$ cat config.mk
export PLATFORM = sky130hd
export DESIGN_NAME = shift_pipe_flat
export DESIGN_NICKNAME = d
export VERILOG_FILES = /design/src/rtl/shift_pipe_if.sv /design/src/rtl/shift_pipe.sv /design/src/flat_wrapper.sv
export SDC_FILE = /design/constraint.sdc
export NUM_CORES = 1
export LEC_CHECK = 0
export ABC_AREA = 1
export CORE_UTILIZATION = 30
export CTS_CLUSTER_SIZE = 30
export DETAILED_ROUTE_END_ITERATION = 7
export PLACE_DENSITY = 0.71
export SKIP_LAST_GASP = 1
export SLEW_MARGIN = 20
export SYNTH_ARGS = -nofsm -noshare
export SYNTH_HDL_FRONTEND = slang
export SYNTH_SLANG_ARGS = --single-unit
$ cat constraint.sdc
create_clock -name clk -period 2.4 [get_ports clk]
set_input_delay 0.72 -clock clk [delete_from_list [all_inputs] [get_ports clk]]
set_output_delay 0.72 -clock clk [all_outputs]
set_load 0.02 [all_outputs]
$ cat src/rtl/shift_pipe_if.sv
`default_nettype none
// ============================================================================
// Module   : shift_pipe_if
// Brief    : Control, data and status bundle for the shift_pipe register chain.
// Revision : 1.0 - initial release
// ============================================================================
interface shift_pipe_if #(
  parameter int WIDTH = 1,
  parameter int DEPTH = 3
);
  localparam int c_fill_w = $clog2(DEPTH + 1);

  logic                     en;
  logic                     clear;
  logic [1:0]               mode;
  logic [WIDTH-1:0]         din;
  logic [DEPTH*WIDTH-1:0]   load_data;
  logic [WIDTH-1:0]         dout;
  logic [DEPTH*WIDTH-1:0]   taps;
  logic [c_fill_w-1:0]      fill;
  logic                     valid;

  modport master (
    output en, clear, mode, din, load_data,
    input  dout, taps, fill, valid
  );

  modport slave (
    input  en, clear, mode, din, load_data,
    output dout, taps, fill, valid
  );
endinterface
`default_nettype wire

$ cat src/rtl/shift_pipe.sv
`default_nettype none
// ============================================================================
// Module   : shift_pipe
// Brief    : DEPTH-stage, WIDTH-bit shift register with rotate, parallel load,
//            hold and a saturating fill counter that flags a full window.
// Revision : 1.0 - initial release
// ============================================================================
module shift_pipe #(
  parameter int WIDTH = 1,
  parameter int DEPTH = 3
) (
  input  logic        clk,
  input  logic        rst,
  shift_pipe_if.slave bus
);

  localparam int                  c_fill_w      = $clog2(DEPTH + 1);
  localparam logic [1:0]          c_mode_shift  = 2'b00;
  localparam logic [1:0]          c_mode_rotate = 2'b01;
  localparam logic [1:0]          c_mode_load   = 2'b10;
  localparam logic [c_fill_w-1:0] c_fill_full   = c_fill_w'(DEPTH);
  localparam logic [c_fill_w-1:0] c_fill_one    = c_fill_w'(1);

  logic [WIDTH-1:0]    r_stage     [DEPTH];
  logic [WIDTH-1:0]    w_stage_nxt [DEPTH];
  logic [c_fill_w-1:0] r_fill;
  logic [c_fill_w-1:0] w_fill_nxt;

  // Every stage is computed from pre-edge values so a shift moves data
  // exactly one stage per edge.
  always_comb begin
    for (int i = 0; i < DEPTH; i++) begin
      w_stage_nxt[i] = r_stage[i];
    end
    w_fill_nxt = r_fill;

    if (bus.clear) begin
      for (int i = 0; i < DEPTH; i++) begin
        w_stage_nxt[i] = '0;
      end
      w_fill_nxt = '0;
    end else if (bus.en) begin
      case (bus.mode)
        c_mode_shift: begin
          w_stage_nxt[0] = bus.din;
          for (int i = 1; i < DEPTH; i++) begin
            w_stage_nxt[i] = r_stage[i-1];
          end
          if (r_fill != c_fill_full) begin
            w_fill_nxt = r_fill + c_fill_one;
          end
        end
        c_mode_rotate: begin
          w_stage_nxt[0] = r_stage[DEPTH-1];
          for (int i = 1; i < DEPTH; i++) begin
            w_stage_nxt[i] = r_stage[i-1];
          end
        end
        c_mode_load: begin
          for (int i = 0; i < DEPTH; i++) begin
            w_stage_nxt[i] = bus.load_data[i*WIDTH +: WIDTH];
          end
          w_fill_nxt = c_fill_full;
        end
        default: begin
        end
      endcase
    end
  end

  always_ff @(posedge clk) begin
    if (rst) begin
      for (int i = 0; i < DEPTH; i++) begin
        r_stage[i] <= '0;
      end
      r_fill <= '0;
    end else begin
      for (int i = 0; i < DEPTH; i++) begin
        r_stage[i] <= w_stage_nxt[i];
      end
      r_fill <= w_fill_nxt;
    end
  end

  generate
    for (genvar g = 0; g < DEPTH; g++) begin : g_taps
      assign bus.taps[g*WIDTH +: WIDTH] = r_stage[g];
    end
  endgenerate

  assign bus.dout  = r_stage[DEPTH-1];
  assign bus.fill  = r_fill;
  assign bus.valid = (r_fill == c_fill_full);

endmodule
`default_nettype wire

$ cat src/flat_wrapper.sv
// flat-port wrapper written by rule: the top's interface ports become plain ports
module shift_pipe_flat 
#(
  parameter int WIDTH = 1,
  parameter int DEPTH = 3
)
  (clk, rst, bus_en, bus_clear, bus_mode, bus_din, bus_load_data, bus_dout, bus_taps, bus_fill, bus_valid);
  shift_pipe_if #(.WIDTH(WIDTH), .DEPTH(DEPTH)) bus_i ();
  input  logic clk;
  input  logic rst;
  input wire logic [$bits(bus_i.en)-1:0] bus_en;
  input wire logic [$bits(bus_i.clear)-1:0] bus_clear;
  input wire logic [$bits(bus_i.mode)-1:0] bus_mode;
  input wire logic [$bits(bus_i.din)-1:0] bus_din;
  input wire logic [$bits(bus_i.load_data)-1:0] bus_load_data;
  output wire logic [$bits(bus_i.dout)-1:0] bus_dout;
  output wire logic [$bits(bus_i.taps)-1:0] bus_taps;
  output wire logic [$bits(bus_i.fill)-1:0] bus_fill;
  output wire logic [$bits(bus_i.valid)-1:0] bus_valid;
  assign bus_i.en = bus_en;
  assign bus_i.clear = bus_clear;
  assign bus_i.mode = bus_mode;
  assign bus_i.din = bus_din;
  assign bus_i.load_data = bus_load_data;
  assign bus_dout = bus_i.dout;
  assign bus_taps = bus_i.taps;
  assign bus_fill = bus_i.fill;
  assign bus_valid = bus_i.valid;
  shift_pipe #(.WIDTH(WIDTH), .DEPTH(DEPTH)) u_core (.clk(clk), .rst(rst), .bus(bus_i));
endmodule
==> flow_summary.yaml, run 1 <==
route:
  viasPerCell: 4.35
  antenna_left: 0
  vias: 387
  drc_errors: 0
  drtIter0Drc: 6
  totalWireLength_microns: 754
  avgRoutedWirePerCell_microns: 8.47
  drtPass1Iterations: 4
setup_path:
  criticalPathCategory: "reg2out"
  worstSetupStartpoint: "u_core.bus.fill[0]"
  r2r-start: "u_core.bus.fill[0]"
  cp_data_arrival_time_ns: 1.39
  cp-endpoint: "bus_valid"
  cp-start-kind: "flip-flop"
  reg2reg_depth: 7
  cp.required_ns: 1.68
  critPathMaxStageDelay_ns: 0.60
  cp_max_fo: 4
  crit_path_top_delay_cell: "clkdlybuf4s50_1"
  r2r-end: "u_core.bus.fill[1]"
  ff2ff_setup_slack_ns: 1.36
  endpoint_kind: "output pin"
  cp_cell_sequence: "ha_1, clkdlybuf4s50_1"
clocking:
  cts_buffer_depth: 2
  clk_pin_slew_ns: 0.05
  cts_sinks: 5
  clk_latency_ns: 0.24
  cts_setup_buffers: 0
  htreeDepth: 1
  cts_buffers: 3
  clockRootBuffer: "clkbuf_4"
  ctsHoldBuffers: 0
  ctsResizeCount: 0
  cts_tree: "built"
logic_synthesis:
  synthXorXnorAreaFrac: 0
  synthAdderAreaFrac: 0.190
  synth.mux.area_fraction: 0
  synth_top_cell_area_share: 0.253
  yosys.area.top_type: "dfxtp_1"
  synth_top_family_by_area: "simple AND/OR/NAND/NOR gates"
  ys_warn_count: 0
  yosys-top-cells-area: "dfxtp_1 25%, ha_1 19%, nand2_1 10%"
  ys_ff_latch: 5
  synth_cell_type_count: 16
  synth_compound_area_frac: 0.0759
  synthSimpleGateAreaFrac: 0.386
  syn_area_sq_um: 395
  seq_area_frac_synth: 0.253
  synth_nets: 72
  syn_inst: 56
  avgSynthCellArea_sq_um: 7.06
power_and_ir_drop:
  powerDensity_nw_per_um2: 432
  total_power_mw: 0.256
  leakagePower_nw: 0.271
  ir_drop_mv: 0.300
sta:
  slew_violations: 0
  max_freq_ghz: 0.475
  max_slew_margin: 0.853
  fin_skew_ns: 0.0000916
  period_minus_slack_ns: 2.11
  timing.final.setup_violations: 0
  finalHoldViolCount: 0
  rsz0062_at_grt: "no"
  finalCritPeriodShare: 0.878
  tightest_slew_ns: 0.220
  holdWs_ns: 0.511
  finalSetupTns_ns: 0
floorplan:
  start_util: 0.338
  die-area_sq_um: 1470
  die_width_microns: 38.3
  die_y_microns: 38.3
  rows: 12
  core_sq_um: 1170
  io_pins: 17
global_routing:
  grt_antenna_before_repair: 0
  first_global_vias: 331
  met3_usage: 0.105
  grt.overflow.total: 0
  gr-usage-met2: 0.208
  grt_max_degree: 7
  busiest_layer: "met2"
  grt_use_met1: 0.154
  grt_pass1_wl_microns: 1300
  grt_use_total: 0.134
cells_and_area:
  antenna_cells: 0
  final_area_sq_um: 592
  n_fill_cell: 122
  nNetsFinal: 92
  drive_above_1_share: 0.133
  syn_to_final_growth_pct: 49.7
hold_path:
  hold_class: "reg2reg"
place:
  place.gp.congestion: 0.686
  placed_area_sq_um: 566
  io_buffer_count: 16
  place_hpwl_microns: 619
run:
  cap_violations: 0
run_status:
  status: "finished, final reports clean"
-- flip-flops by register name, indices dropped and copies added, names as in the netlist --
| signal | flops |
|---|---|
| u_core.r_stage | 3 |
| u_core.bus.fill | 2 |
-- worst max-delay path, delay by kind of cell (launching register included) --
| family | cells | cell delay [ns] |
|---|---|---|
| buffers and inverters | 1 | 0.60 |
| DFF | 1 | 0.37 |
| adders and majority gates | 1 | 0.18 |
-- routing by layer --
metal,vias to the layer above,part of all wire
li1,211,-
met1,162,0.47
met2,14,0.45
met3,0,0.084
met4,0,0
met5,-,0
-- where the power goes --
part           internal (mW)  switching (mW)
Clock                 0.0630          0.0366
Sequential            0.0866         0.00287
Combinational         0.0337          0.0330
Total                  0.183          0.0724
-- area by class of cell --
type	count	area, sq um	share of cell area
Inverter	8	30.0	0.0507
Timing Repair Buffer	16	160	0.271
Tap cell	14	17.5	0.0296
Multi-Input combinational cell	42	258	0.436
Sequential cell	5	100	0.169
Clock buffer	4	26.3	0.0444
-- Yosys cell counts (all sizes together) --
library cell	number
nor2	13
o21ai	4
ha	6
nand2	12
dfxtp	5
inv	8
a21oi	2
nand3	5
buf	1
-- worst min-delay path by stage --
| stage | start | endpoint | cells after the start |
|---|---|---|---|
| 6_report | u_core.bus.fill[1] | u_core.bus.fill[1] | 2 |
| 5_1_grt | u_core.bus.fill[1] | u_core.bus.fill[1] | 2 |
| 4_1_cts | u_core.bus.fill[1] | u_core.bus.fill[1] | 2 |
| 3_5_place_dp | u_core.bus.fill[1] | u_core.bus.fill[1] | 2 |
| 3_3_place_gp | u_core.r_stage[0][0] | u_core.r_stage[0][1] | 2 |
| 2_1_floorplan | u_core.bus.fill[1] | u_core.bus.fill[1] | 2 |
-- logic make-up after synthesis --
logic type               after synthesis
buffers and inverters                  9
flip-flops                             5
adder cells (fa/ha/maj)                6
AO/OA/AOI/OAI                          6
AND/OR/NAND/NOR                       30
-- cell usage in the layout, fill, tap and decap left out, drive strengths merged --
cell and n:
clkdlybuf4s50 16, nor2 13, nand2 12, inv 8, ha 6, dfxtp 5, nand3 5, o21ai 4
clkbuf 4, a21oi 2
-- per-stage QoR --
stage | instances | utilization | setup slack, ns
global route | 89 | 0.505 | 0.254
finish | 89 | 0.505 | 0.293
global placement | 85 | 0.483 | 0.304
floorplan | 56 | - | 0.896
CTS | 89 | 0.505 | 0.290
detailed placement | 85 | 0.483 | 0.251
Note: power is estimated with default switching activity, not from simulation.
==> inputs of run 2 (changes only) <==
Settings changed: CAP_MARGIN set to 20, CORE_AREA set to 2 2 39 41, CORE_UTILIZATION 30 to unset, DIE_AREA set to 0 0 41 43.
==> run 2 against run 1 <==
Compared with the run above: clock skew about the same; die area increased by 20%; worst setup slack better by 0.0021 ns; worst hold slack got worse by 0.0034 ns; wire length down 2.9%; sequential share of layout area fell by 0.071 points; clock power shrank 2%; critical path type unchanged.
==> flow_summary.yaml, run 2 (synthesized netlist as in run 1, its figures left out) <==
clocking:
  cts_buffer_depth: 2
  cts_setup_buffers: 0
  cts_tree: "built"
  htreeDepth: 1
  clk_latency_ns: 0.24
  clockRootBuffer: "clkbuf_4"
  cts_buffers: 3
  ctsHoldBuffers: 0
  cts_sinks: 5
  clk_pin_slew_ns: 0.04
  ctsResizeCount: 0
sta:
  finalSetupTns_ns: 0
  fin_skew_ns: 0.0000658
  rsz0062_at_grt: "no"
  tightest_slew_ns: 0.218
  finalCritPeriodShare: 0.877
  fin_ws_ns: 0.295
  slew_violations: 0
  finalHoldViolCount: 0
  max_freq_ghz: 0.475
  timing.final.setup_violations: 0
  period_minus_slack_ns: 2.10
  max_slew_margin: 0.854
global_routing:
  grt.overflow.total: 0
  first_global_vias: 338
  grt_use_total: 0.106
  grt_max_degree: 7
  grt_antenna_before_repair: 0
  grt_pass1_wl_microns: 1210
place:
  pre_cts_ws_ns: 0.273
  io_buffer_count: 16
  place.gp.congestion: 0.675
  place_hpwl_microns: 603
cells_and_area:
  largest_register_ffs: 3
  multi_input_area_sq_um: 258
  syn_to_final_growth_pct: 50.3
  final_common_cell: "clkdlybuf4s50_1"
  antenna_cells: 0
  drive_above_1_share: 0.133
  mostFrequentLayoutCells: "16 x clkdlybuf4s50_1, 11 x nand2_1, 10 x nor2_1"
  nNetsFinal: 92
  n_fill_cell: 163
  regArea_sq_um: 100
  finish.utilization: 0.429
  largest_register: "u_core.r_stage"
route:
  antenna_left: 0
  totalWireLength_microns: 732
  drtPass1Iterations: 2
  viasPerCell: 4.22
  avgRoutedWirePerCell_microns: 8.04
  drc_errors: 0
  drtIter0Drc: 1
  vias: 384
setup_path:
  cp_cell_sequence: "ha_1, clkdlybuf4s50_1"
  cp-start-kind: "flip-flop"
  criticalPathCategory: "reg2out"
  cp_data_arrival_time_ns: 1.38
  critPathMaxStageDelay_ns: 0.60
  cp_max_fo: 4
  cp.required_ns: 1.68
  endpoint_kind: "output pin"
  crit_path_top_delay_cell: "clkdlybuf4s50_1"
floorplan:
  start_util: 0.286
  die_width_microns: 41
  die-area_sq_um: 1760
  rows: 14
  core_sq_um: 1380
  die_y_microns: 43
  io_pins: 17
power_and_ir_drop:
  powerDensity_nw_per_um2: 426
  leakagePower_nw: 0.271
  ir_drop_mv: 0.244
  total_power_mw: 0.253
run_status:
  status: "finished, final reports clean"
run:
  cap_violations: 0
hold_path:
  hold_class: "reg2reg"
run 2: cell type report:
class / count / area share
clock buffer: 4 / 0.0442
inverter: 8 / 0.0505
multi-input combinational: 42 / 0.434
sequential: 5 / 0.168
tap: 16 / 0.0337
timing repair buffer: 16 / 0.269
run 2: report_power, final:
group / switching, mW / total, mW / leakage (nW) / internal (mW)
clock network: 0.0347 / 0.0976 / 0.0150 / 0.0629
registers: 0.00271 / 0.0894 / 0.0407 / 0.0866
logic: 0.0326 / 0.0663 / 0.215 / 0.0337
total: 0.0701 / 0.253 / 0.271 / 0.183
run 2: final timing paths:
check | slack (ns) | from | to | cells past startpoint
worst min-delay path | 0.51 | u_core.bus.fill[1] | u_core.bus.fill[1] | 2
worst max-delay path | 0.30 | u_core.bus.fill[0] | bus_valid | 2
worst min register to register | 0.51 | u_core.bus.fill[1] | u_core.bus.fill[1] | 2
worst max register to register | 1.36 | u_core.bus.fill[0] | u_core.bus.fill[1] | 7
run 2: per-stage QoR:
step | std cells | hold slack, ns | instance area, sq um
floorplan | 56 | 0.572 | 395
global placement | 87 | 0.494 | 568
detailed placement | 87 | 0.509 | 568
CTS | 91 | 0.517 | 594
global route | 91 | 0.564 | 594
finish | 91 | 0.507 | 594
run 2: per-layer routing:
| metal | vias up | part of all wire | GRT usage |
|---|---|---|---|
| li1 | 210 | - | - |
| met1 | 160 | 0.44 | 0.104 |
| met2 | 14 | 0.47 | 0.163 |
| met3 | 0 | 0.089 | 0.0628 |
| met4 | 0 | 0 | 0.0600 |
| met5 | - | 0 | 0 |
run 2: worst max-delay path, delay by kind of cell (launching register included):
family                   cells  cell delay, ns
flip-flops                   1            0.36
buffers and inverters        1            0.60
adder cells (fa/ha/maj)      1            0.18
==> inputs of run 3 (changes only) <==
Clock period 2.4 ns to 2.5 ns, I/O delays scaled along.
==> run 3 against run 2 <==
Compared with the run above: clock skew grew 0.0025 ns; largest power group unchanged; sequential power shrank 4.0%; wire length grew 1.1%; critical path depth did not move; power down 4.0%; first-iteration DRC count rose to 3.0 times the previous value; register-to-register slack improved by 0.11 ns; largest cell class unchanged; clock-buffer cell count stayed put; core utilization unchanged.
==> flow_summary.yaml, run 3 (synthesized netlist as in run 1, its figures left out) <==
run_status:
  status: "finished, final reports clean"
hold_path:
  hp-start: "u_core.bus.fill[1]"
  min_to: "u_core.bus.fill[1]"
  hold_class: "reg2reg"
  whs_path_depth: 2
floorplan:
  core_sq_um: 1380
  die-area_sq_um: 1760
  die_y_microns: 43
  die_width_microns: 41
  io_pins: 17
  rows: 14
  start_util: 0.286
power_and_ir_drop:
  total_power_mw: 0.243
  powerDensity_nw_per_um2: 409
  ir_drop_mv: 0.260
  leakagePower_nw: 0.271
clocking:
  cts_buffer_depth: 2
  cts_sinks: 5
  ctsHoldBuffers: 0
  clk_pin_slew_ns: 0.04
  ctsResizeCount: 0
  clockRootBuffer: "clkbuf_4"
  cts_tree: "built"
  cts_buffers: 3
  clk_latency_ns: 0.24
  htreeDepth: 1
  cts_setup_buffers: 0
route:
  avgRoutedWirePerCell_microns: 8.13
  viasPerCell: 4.13
  drtIter0Drc: 3
  drtPass1Iterations: 3
  vias: 376
  totalWireLength_microns: 740
  wl_met2_microns: 341
  antenna_left: 0
  drc_errors: 0
  top_layer_used: "met3"
  wl_met1_microns: 340
  met3RoutedLength_microns: 58
setup_path:
  ff2ff_setup_slack_ns: 1.47
  r2r-end: "u_core.bus.fill[1]"
  endpoint_kind: "output pin"
  reg2reg_depth: 7
  cp-start-kind: "flip-flop"
  criticalPathCategory: "reg2out"
  cp_max_fo: 4
  r2r-start: "u_core.bus.fill[0]"
  worstSetupStartpoint: "u_core.bus.fill[0]"
  cp.required_ns: 1.75
  cp_data_arrival_time_ns: 1.38
sta:
  fin_skew_ns: 0.00258
  fin_ws_ns: 0.372
  max_freq_ghz: 0.470
  rsz0062_at_grt: "no"
  period_minus_slack_ns: 2.13
  finalCritPeriodShare: 0.851
  tightest_slew_ns: 0.220
  max_slew_margin: 0.853
  slew_violations: 0
  timing.final.setup_violations: 0
  finalHoldViolCount: 0
  holdWs_ns: 0.517
  finalSetupTns_ns: 0
cells_and_area:
  n_fill_cell: 156
  syn_to_final_growth_pct: 50.3
  fin_cells: 91
  regArea_sq_um: 100
  final_area_sq_um: 594
  mostFrequentLayoutCells: "16 x clkdlybuf4s50_1, 11 x nand2_1, 10 x nor2_1"
  finish.utilization: 0.429
  largest_register: "u_core.r_stage"
  drive_above_1_share: 0.133
  multi_input_area_sq_um: 258
  final_common_cell: "clkdlybuf4s50_1"
  antenna_cells: 0
  largest_register_ffs: 3
  nNetsFinal: 92
global_routing:
  grt_antenna_before_repair: 0
  first_global_vias: 329
  grt.overflow.total: 0
  grt_use_total: 0.103
  grt_max_degree: 7
  grt_pass1_wl_microns: 1190
place:
  place_inst: 87
  placed_area_sq_um: 568
  place.gp.congestion: 0.674
  io_buffer_count: 16
  pre_cts_ws_ns: 0.348
run:
  cap_violations: 0
==> run 3: cell counts in the layout (fill, tap and decap cells not counted) <==
Identical to the previous run, type by type.
==> run 3: critical path, cell delays in order (launching register included) <==
cell	delay [ns]
dfxtp_1	0.36
ha_1	0.18
clkdlybuf4s50_1	0.60
==> run 3: cell type report <==
cell class / count / area share
Clock buffer: 4 / 0.0442
Inverter: 8 / 0.0505
Multi-Input combinational cell: 42 / 0.434
Sequential cell: 5 / 0.168
Tap cell: 16 / 0.0337
Timing Repair Buffer: 16 / 0.269
==> run 3: worst max path at each step <==
stage / to / slack [ns]
2_1_floorplan: u_core.r_stage[0][2] / 0.97
3_3_place_gp: u_core.r_stage[0][2] / 0.37
3_5_place_dp: u_core.r_stage[0][2] / 0.35
4_1_cts: bus_valid / 0.35
5_1_grt: bus_valid / 0.31
6_report: bus_valid / 0.37
==> run 3: power breakdown <==
group	internal (mW)	switching (mW)
Combinational	0.0324	0.0317
Clock	0.0603	0.0329
Sequential	0.0831	0.00266
Total	0.176	0.0673
==> run 3: per-layer routing <==
layer | vias to the layer above | GRT usage
li1 | 210 | -
met1 | 154 | 0.107
met2 | 12 | 0.159
met3 | 0 | 0.0628
met4 | 0 | 0.0400
met5 | - | 0
